**config.mk**
```make
export PLATFORM = sky130hd
export DESIGN_NAME = dig_timer_controller_flat
export DESIGN_NICKNAME = d
export VERILOG_FILES = /design/src/rtl/dig_timer_controller_if.sv /design/src/rtl/dig_timer_controller.sv /design/src/flat_wrapper.sv
export SDC_FILE = /design/constraint.sdc
export NUM_CORES = 1
export LEC_CHECK = 0
export ABC_AREA = 1
export ABC_CLOCK_PERIOD_IN_PS = 1600
export CORE_ASPECT_RATIO = 0.75
export CORE_MARGIN = 2
export CORE_UTILIZATION = 46
export CTS_CLUSTER_SIZE = 24
export DETAILED_ROUTE_END_ITERATION = 8
export GPL_TIMING_DRIVEN = 0
export PLACE_DENSITY = 0.8
export SKIP_LAST_GASP = 1
export SYNTH_ARGS = -nofsm -noshare
export SYNTH_HDL_FRONTEND = slang
export SYNTH_SLANG_ARGS = --single-unit
export TNS_END_PERCENT = 10
```
**constraint.sdc**
```tcl
create_clock -name C -period 1.6 [get_ports C]
set_clock_uncertainty 0.2 [all_clocks]
set_input_delay 0.32 -clock C [delete_from_list [all_inputs] [get_ports C]]
set_output_delay 0.32 -clock C [all_outputs]
set_load 0.03 [all_outputs]
```
**src/rtl/dig_timer_controller_if.sv**
```systemverilog
// Control/status bundle for dig_timer_controller: arm/abort/ack inputs
// and the counter, busy and expiry flag outputs.
interface dig_timer_controller_if #(
   parameter int Bits = 8
);
   logic            start;
   logic            stop;
   logic            mode;
   logic [Bits-1:0] period;
   logic            en;
   logic            ack;
   logic [Bits-1:0] count;
   logic            busy;
   logic            done;
   logic            irq;
   logic            ovr;

   modport master (
      output start, stop, mode, period, en, ack,
      input  count, busy, done, irq, ovr
   );

   modport slave (
      input  start, stop, mode, period, en, ack,
      output count, busy, done, irq, ovr
   );
endinterface

```
**src/rtl/dig_timer_controller.sv**
```systemverilog
// Down-counting interval timer with one-shot/periodic modes, a registered
// expiry pulse and sticky irq/overrun flags.
module dig_timer_controller #(
   parameter int Bits = 8
) (
   input  logic                    C,
   input  logic                    clr,
   dig_timer_controller_if.slave   bus
);

   if (Bits < 2) begin : g_bits_check
      $error("dig_timer_controller: Bits must be at least 2");
   end

   localparam logic [0:0] ST_IDLE = 1'b0;
   localparam logic [0:0] ST_RUN  = 1'b1;

   logic [0:0]      r_state;
   logic [Bits-1:0] r_count;
   logic [Bits-1:0] r_pl;
   logic            r_ml;
   logic            r_done;
   logic            r_irq;
   logic            r_ovr;

   logic            w_run;
   logic            w_expire;
   logic [Bits-1:0] w_start_load;
   logic [Bits-1:0] w_reload;

   assign w_run        = (r_state == ST_RUN);
   assign w_expire     = w_run && bus.en && (r_count == '0);
   // Subtracting 1 wraps period 0 to all ones, encoding N = 2^Bits.
   assign w_start_load = bus.period - 1'b1;
   assign w_reload     = r_pl - 1'b1;

   always_ff @(posedge C) begin
      if (clr) begin
         r_state <= ST_IDLE;
         r_count <= '0;
         r_pl    <= '0;
         r_ml    <= 1'b0;
         r_done  <= 1'b0;
         r_irq   <= 1'b0;
         r_ovr   <= 1'b0;
      end else if (bus.stop) begin
         r_state <= ST_IDLE;
         r_count <= '0;
         r_done  <= 1'b0;
      end else if (bus.start) begin
         // A (re)start wins over a coincident expiry, so only ack can touch the flags.
         r_state <= ST_RUN;
         r_pl    <= bus.period;
         r_ml    <= bus.mode;
         r_count <= w_start_load;
         r_done  <= 1'b0;
         if (bus.ack) begin
            r_irq <= 1'b0;
            r_ovr <= 1'b0;
         end
      end else if (w_expire) begin
         r_done <= 1'b1;
         r_irq  <= 1'b1;
         if (bus.ack) begin
            r_ovr <= 1'b0;
         end else if (r_irq) begin
            r_ovr <= 1'b1;
         end
         if (r_ml) begin
            r_count <= w_reload;
         end else begin
            r_state <= ST_IDLE;
            r_count <= '0;
         end
      end else begin
         r_done <= 1'b0;
         if (w_run && bus.en) begin
            r_count <= r_count - 1'b1;
         end
         if (bus.ack) begin
            r_irq <= 1'b0;
            r_ovr <= 1'b0;
         end
      end
   end

   assign bus.count = r_count;
   assign bus.busy  = w_run;
   assign bus.done  = r_done;
   assign bus.irq   = r_irq;
   assign bus.ovr   = r_ovr;

endmodule

```
**src/flat_wrapper.sv**
```systemverilog
// flat-port wrapper written by rule: the top's interface ports become plain ports
module dig_timer_controller_flat 
#(
   parameter int Bits = 8
)
  (C, clr, bus_start, bus_stop, bus_mode, bus_period, bus_en, bus_ack, bus_count, bus_busy, bus_done, bus_irq, bus_ovr);
  dig_timer_controller_if #(.Bits(Bits)) bus_i ();
  input  logic C;
  input  logic clr;
  input wire logic [$bits(bus_i.start)-1:0] bus_start;
  input wire logic [$bits(bus_i.stop)-1:0] bus_stop;
  input wire logic [$bits(bus_i.mode)-1:0] bus_mode;
  input wire logic [$bits(bus_i.period)-1:0] bus_period;
  input wire logic [$bits(bus_i.en)-1:0] bus_en;
  input wire logic [$bits(bus_i.ack)-1:0] bus_ack;
  output wire logic [$bits(bus_i.count)-1:0] bus_count;
  output wire logic [$bits(bus_i.busy)-1:0] bus_busy;
  output wire logic [$bits(bus_i.done)-1:0] bus_done;
  output wire logic [$bits(bus_i.irq)-1:0] bus_irq;
  output wire logic [$bits(bus_i.ovr)-1:0] bus_ovr;
  assign bus_i.start = bus_start;
  assign bus_i.stop = bus_stop;
  assign bus_i.mode = bus_mode;
  assign bus_i.period = bus_period;
  assign bus_i.en = bus_en;
  assign bus_i.ack = bus_ack;
  assign bus_count = bus_i.count;
  assign bus_busy = bus_i.busy;
  assign bus_done = bus_i.done;
  assign bus_irq = bus_i.irq;
  assign bus_ovr = bus_i.ovr;
  dig_timer_controller #(.Bits(Bits)) u_core (.C(C), .clr(clr), .bus(bus_i));
endmodule
```
# --- Word-level counts from Yosys, hierarchy flattened ---
# Index checks and enable logic that the tools add are counted.
totals:
  out_inout_bits: 12
  wordCells: 39
  ff_bits: 21
classes:
  reduce_logical: 10
  mux: 16
  n_addsub: 3
  eq_ne: 2
  bitwise_logic: 1
ops:
  columns: ["cell", "n"]
  rows:
  - ["$mux 8", 4]
  - ["$sub 8x1->8 const B", 3]
  - ["$mux 1", 12]
  - ["$logic_not 8->1", 1]
  - ["$reduce_and 2->1", 3]
  - ["$ne 4x3->1 const B", 1]
  - ["$reduce_bool 3->1", 1]
  - ["$reduce_or 3->1", 1]
  - ["$logic_and 1x1->1", 2]
  - ["$ne 2x2->1 const B", 1]
  - ["$reduce_bool 2->1", 1]
  - ["$reduce_or 2->1", 1]
  - ["$not 1->1", 1]

# --- Logic depth before layout (Yosys ltp) ---
logic_depth:
  depth_word: 4
  mapped_depth: 11

# --- Worst setup path before layout ---
# OpenSTA, ideal clock, no wires.
synth_timing:
  kind: "flip-flop to flip-flop"
  startpoint: "reg u_core.r_count[0], in the netlist u_core.bus.count[0]"
  endpoint: "reg u_core.r_irq, in the netlist u_core.bus.irq"
  path_slack_ps: -166
  arrival_ps: 1450
  path_buffers: 0
  setup_ps: 116
  stages_incl_launch_ff: 8
  path_cell_list: "dfxtp_1 inv_1 ha_1 nand3_4 nor2_4 nand2_1 nor2_1 a31o_2"
synth_via:
  elab_chain_len: 4
synth_lines:
  columns: ["item", "line_no", "source"]
  rows:
  - ["start: declaration", "dig_timer_controller.sv:19", "logic [Bits-1:0] r_count;"]
  - ["start signal: assignment", "dig_timer_controller.sv:55", "r_count <= w_start_load;"]
  - ["start signal: assignment", "dig_timer_controller.sv:70", "r_count <= w_reload;"]
  - ["start signal: assignment", "dig_timer_controller.sv:78", "r_count <= r_count - 1'b1;"]
  - ["$logic_not 8->1", "dig_timer_controller.sv:32", "assign w_expire = w_run && bus.en && (r_count == '0);"]
  - ["$logic_and 1x1->1", "dig_timer_controller.sv:32", null]
  - ["$mux 1", "dig_timer_controller.sv:61", "end else if (w_expire) begin"]
  - ["$mux 1", "dig_timer_controller.sv:50", "end else if (bus.start) begin"]
  - ["end signal: assignment", "dig_timer_controller.sv:44", "r_irq <= 1'b0;"]
  - ["end signal: assignment", "dig_timer_controller.sv:58", "r_irq <= 1'b0;"]
  - ["end signal: assignment", "dig_timer_controller.sv:63", "r_irq <= 1'b1;"]
  - ["end: declaration", "dig_timer_controller.sv:23", "logic r_irq;"]
# Every way passes these cells.
# A chain may end at the register's enable or synchronous reset.

# --- Worst setup path after layout ---
layout_timing:
  startpoint: "reg u_core.r_count[0], in the netlist u_core.bus.count[0]"
  endpoint: "out bus_count[0]"
layout_rtl:
  columns: ["item", "line_no", "source"]
  rows:
  - ["end: declaration", "flat_wrapper.sv:16", "output wire logic [$bits(bus_i.count)-1:0] bus_count;"]
# No word-level cell between the ends.

==> impl_metrics.csv <==
group,metric,value,unit
synth,synth.largest_area_cell,"dfxtp_1",
detailed_routing,first_pass_iters,4,
status,violations,"negative setup slack",
detailed_routing,wl_per_cell,11.6,um
synth,synth_fp_nets,243,
place,dp_hpwl,2680,um
worst_setup_path,arrival,1.28,ns
timing,slew_headroom,0.666,
floorplan,coreArea,2960,um^2
timing,slew_viol_final,0,
worst_setup_path,path_max_fanout,3,
floorplan,initial_core_util,0.482,
layout,antenna_cells,0,
clocking,cts.sinks,21,
timing,final.min_clock_period,1.80,ns
layout,post-route-util,0.604,
layout,final_cell_area,1790,um^2
global_route,grt_max_degree,13,
layout,final_nets,274,
synth,synthTopCellsByArea,"dfxtp_1, nand2_1, inv_1, nor2_1, nand3_1",
synth,synth-seq-cells,21,
floorplan,die_area,3560,um^2
layout,fin_cells,293,
synth,ys_types,25,
worst_setup_path,cp_slowest_cell,"clkdlybuf4s50_1",
synth,synth_common_cells,"nand2_1, inv_1, nor2_1, dfxtp_1, nand3_1",
global_route,overflow,0,
detailed_routing,viasPerCell,5.13,
worst_setup_path,r2r_end,"u_core.bus.count[7]",
clocking,clock_path_buffers,2,
timing,finalHoldViolations,0,
worst_setup_path,cp_cell_sequence,"clkdlybuf4s50_1",
worst_setup_path,cp.depth,1,
worst_setup_path,cp-end-kind,"output pin",
timing,period_share,1.13,
layout,areaGrowthSynthToFinish,25.5,%
clocking,ctsRootBufferMaster,"clkbuf_8",
worst_setup_path,cpPeakStageDelay,0.67,ns
pwr,vdd_drop_max,0.526,mV
synth,synth.most_common_cell,"nand2_1",
worst_setup_path,reg2reg_slack,-0.04,ns
clocking,clkTransAtPathRegs,0.08,ns
synth,yosys_warnings,0,
timing,setup_ws,-0.202,ns
worst_setup_path,r2r-start,"u_core.bus.count[0]",
global_route,antenna_found_initial,0,
global_route,grt_pass1_wl,5870,um
clocking,clk-insertion-delay-late,0.26,ns
worst_setup_path,crit_start,"u_core.bus.count[0]",
worst_setup_path,reg2reg_depth,9,
run,drv_cap,0,
worst_setup_path,cp-endpoint,"bus_count[0]",
floorplan,die_x,68.2,um
clocking,cts_tree,"yes",
detailed_routing,vias,1504,
floorplan,die_h,52.2,um
detailed_routing,ant_nets,0,
timing,fmax,555,MHz
worst_setup_path,path_buf_inv,1,
synth,yosysSeqAreaShare,0.295,
detailed_routing,drt_iter0_drc,90,
floorplan,rows,17,
global_route,grtUsageMet2,0.317,
synth,async_flop_share,0,
global_route,met1_usage,0.328,
place,placed_area,1740,um^2
pwr,p_leak,0.000909,uW
global_route,gr-max-usage-layer,"met1",
clocking,cts_buffers,3,
place,gp_congestion,0.843,
floorplan,ios,27,
clocking,cts_max_level,1,
worst_setup_path,cp-start-kind,"flop",
global_route,grtUsageTotal,0.217,
synth,syn_area,1420,um^2
place,dp.cells,288,
pwr,p_total,1300,uW
timing,whs,0.158,ns
synth,synthFlopType,"dfxtp_1",
pwr,power_density,729,nW/um^2
detailed_routing,wl,3410,um
synth,synth_top_area_share,0.295,
timing,rsz0062_at_grt,"yes",
timing,worst_pin_slew,0.499,ns
global_route,use_met3,0.0559,
status,status,"complete, but fails checks",
synth,synth_edf_count,0,
timing,setup_viol,19,
place,io_buffers,25,
worst_setup_path,crit_family,"buffers and inverters",
worst_setup_path,crit_type,"reg -> out",
worst_setup_path,worst-endpoint-required,1.08,ns
synth,netlist_instances,225,
detailed_routing,remaining_drc_errors,0,
synth,syn_avg_cell_area,6.33,um^2
hold_path,hold_path.class,"in -> reg",
global_route,grt_pass1_vias,1285,
layout,drive_above_1_share,0.0902,
## power breakdown
part	internal (uW)	switching, uW	total (uW)	leakage [uW]
Clock	173	172	345	0.0000255
Sequential	550	32.3	583	0.000173
Combinational	155	221	376	0.000710
## worst register-to-register path: stages, from the launching register on
cell and delay [ns]:
dfxtp_2 0.34, inv_2 0.11, ha_4 0.19, nand3_4 0.12, nor3_4 0.24, buf_4 0.15, nand2_1 0.05, nand3_1 0.07
nand2_1 0.05, nor2_1 0.07
## metrics by stage
| step | setup TNS (ns) | setup slack (ns) |
|---|---|---|
| 6_report | -1.47 | -0.202 |
| 5_1_grt | -3.48 | -0.245 |
| 4_1_cts | -1.75 | -0.224 |
| 3_5_place_dp | -5.10 | -0.386 |
| 3_3_place_gp | -4.85 | -0.372 |
| 2_1_floorplan | 0 | 0.0109 |
## routing by layer
metal  share of wire  vias to the layer above  routed length [um]
met5               0                        -                   0
met4          0.0038                        0                  13
li1                -                      782                   -
met2            0.39                       52                1330
met3           0.082                        2                 278
met1            0.52                      668                1780
## logic make-up (layout without fill, tap and decap cells)
family,Yosys count,in the layout,synth area share
flip-flops,21,21,0.295
AO/OA/AOI/OAI,39,39,0.152
XOR/XNOR,7,7,0.0431
adder cells (fa/ha/maj),3,3,0.0264
buffers and inverters,41,71,0.121
AND/OR/NAND/NOR,114,114,0.362
## placed cells by master, fill, tap and decap left out, types with 4 or more instances in the layout
cell type	netlist	routed
a21oi_1	13	13
buf_4	3	4
clkdlybuf4s50_1	0	17
dfxtp_1	21	19
dlygate4sd2_1	0	6
inv_1	36	35
nand2_1	49	49
nand3_1	21	21
nand4_1	5	5
nor2_1	32	32
o21ai_0	19	19
xor2_1	6	6
## flip-flops by register name (all words and copies together) (netlist names)
signal,cells
u_core.bus.busy,1
u_core.bus.count,8
u_core.bus.done,1
u_core.bus.irq,1
u_core.bus.ovr,1
u_core.r_ml,1
u_core.r_pl,8
## what timing repair did
item | in CTS | in global routing
gates resized for setup | 9 | 2
buffers inserted | 0 | 1
hold buffers | 0 | 0
pin swaps | 0 | 1
setup endpoints to repair | 21 | 29
## cell type report
type                    instances  area (um^2)
repair buffers                 26          254
flip-flops and latches         21          423
well taps                      38         47.5
clock buffers                   3         41.3
fillers                       285         1170
clock inverters                 1         5.00
multi-input cells             163          843
plain buffers                   5         37.5
inverters                      36          135
## how the worst min path moves through the flow
stage                   startpoint             endpoint  slack (ns)  cells after the start
5_1_grt                  bus_start      u_core.bus.busy        0.17                      3
3_3_place_gp   u_core.bus.count[0]  u_core.bus.count[0]        0.27                      2
2_1_floorplan        bus_period[2]       u_core.r_pl[2]        0.25                      2
3_5_place_dp   u_core.bus.count[0]  u_core.bus.count[0]        0.27                      2
6_report                 bus_start      u_core.bus.busy        0.16                      3
4_1_cts                  bus_start      u_core.bus.busy        0.15                      3
(Power assumes the default switching activity.)
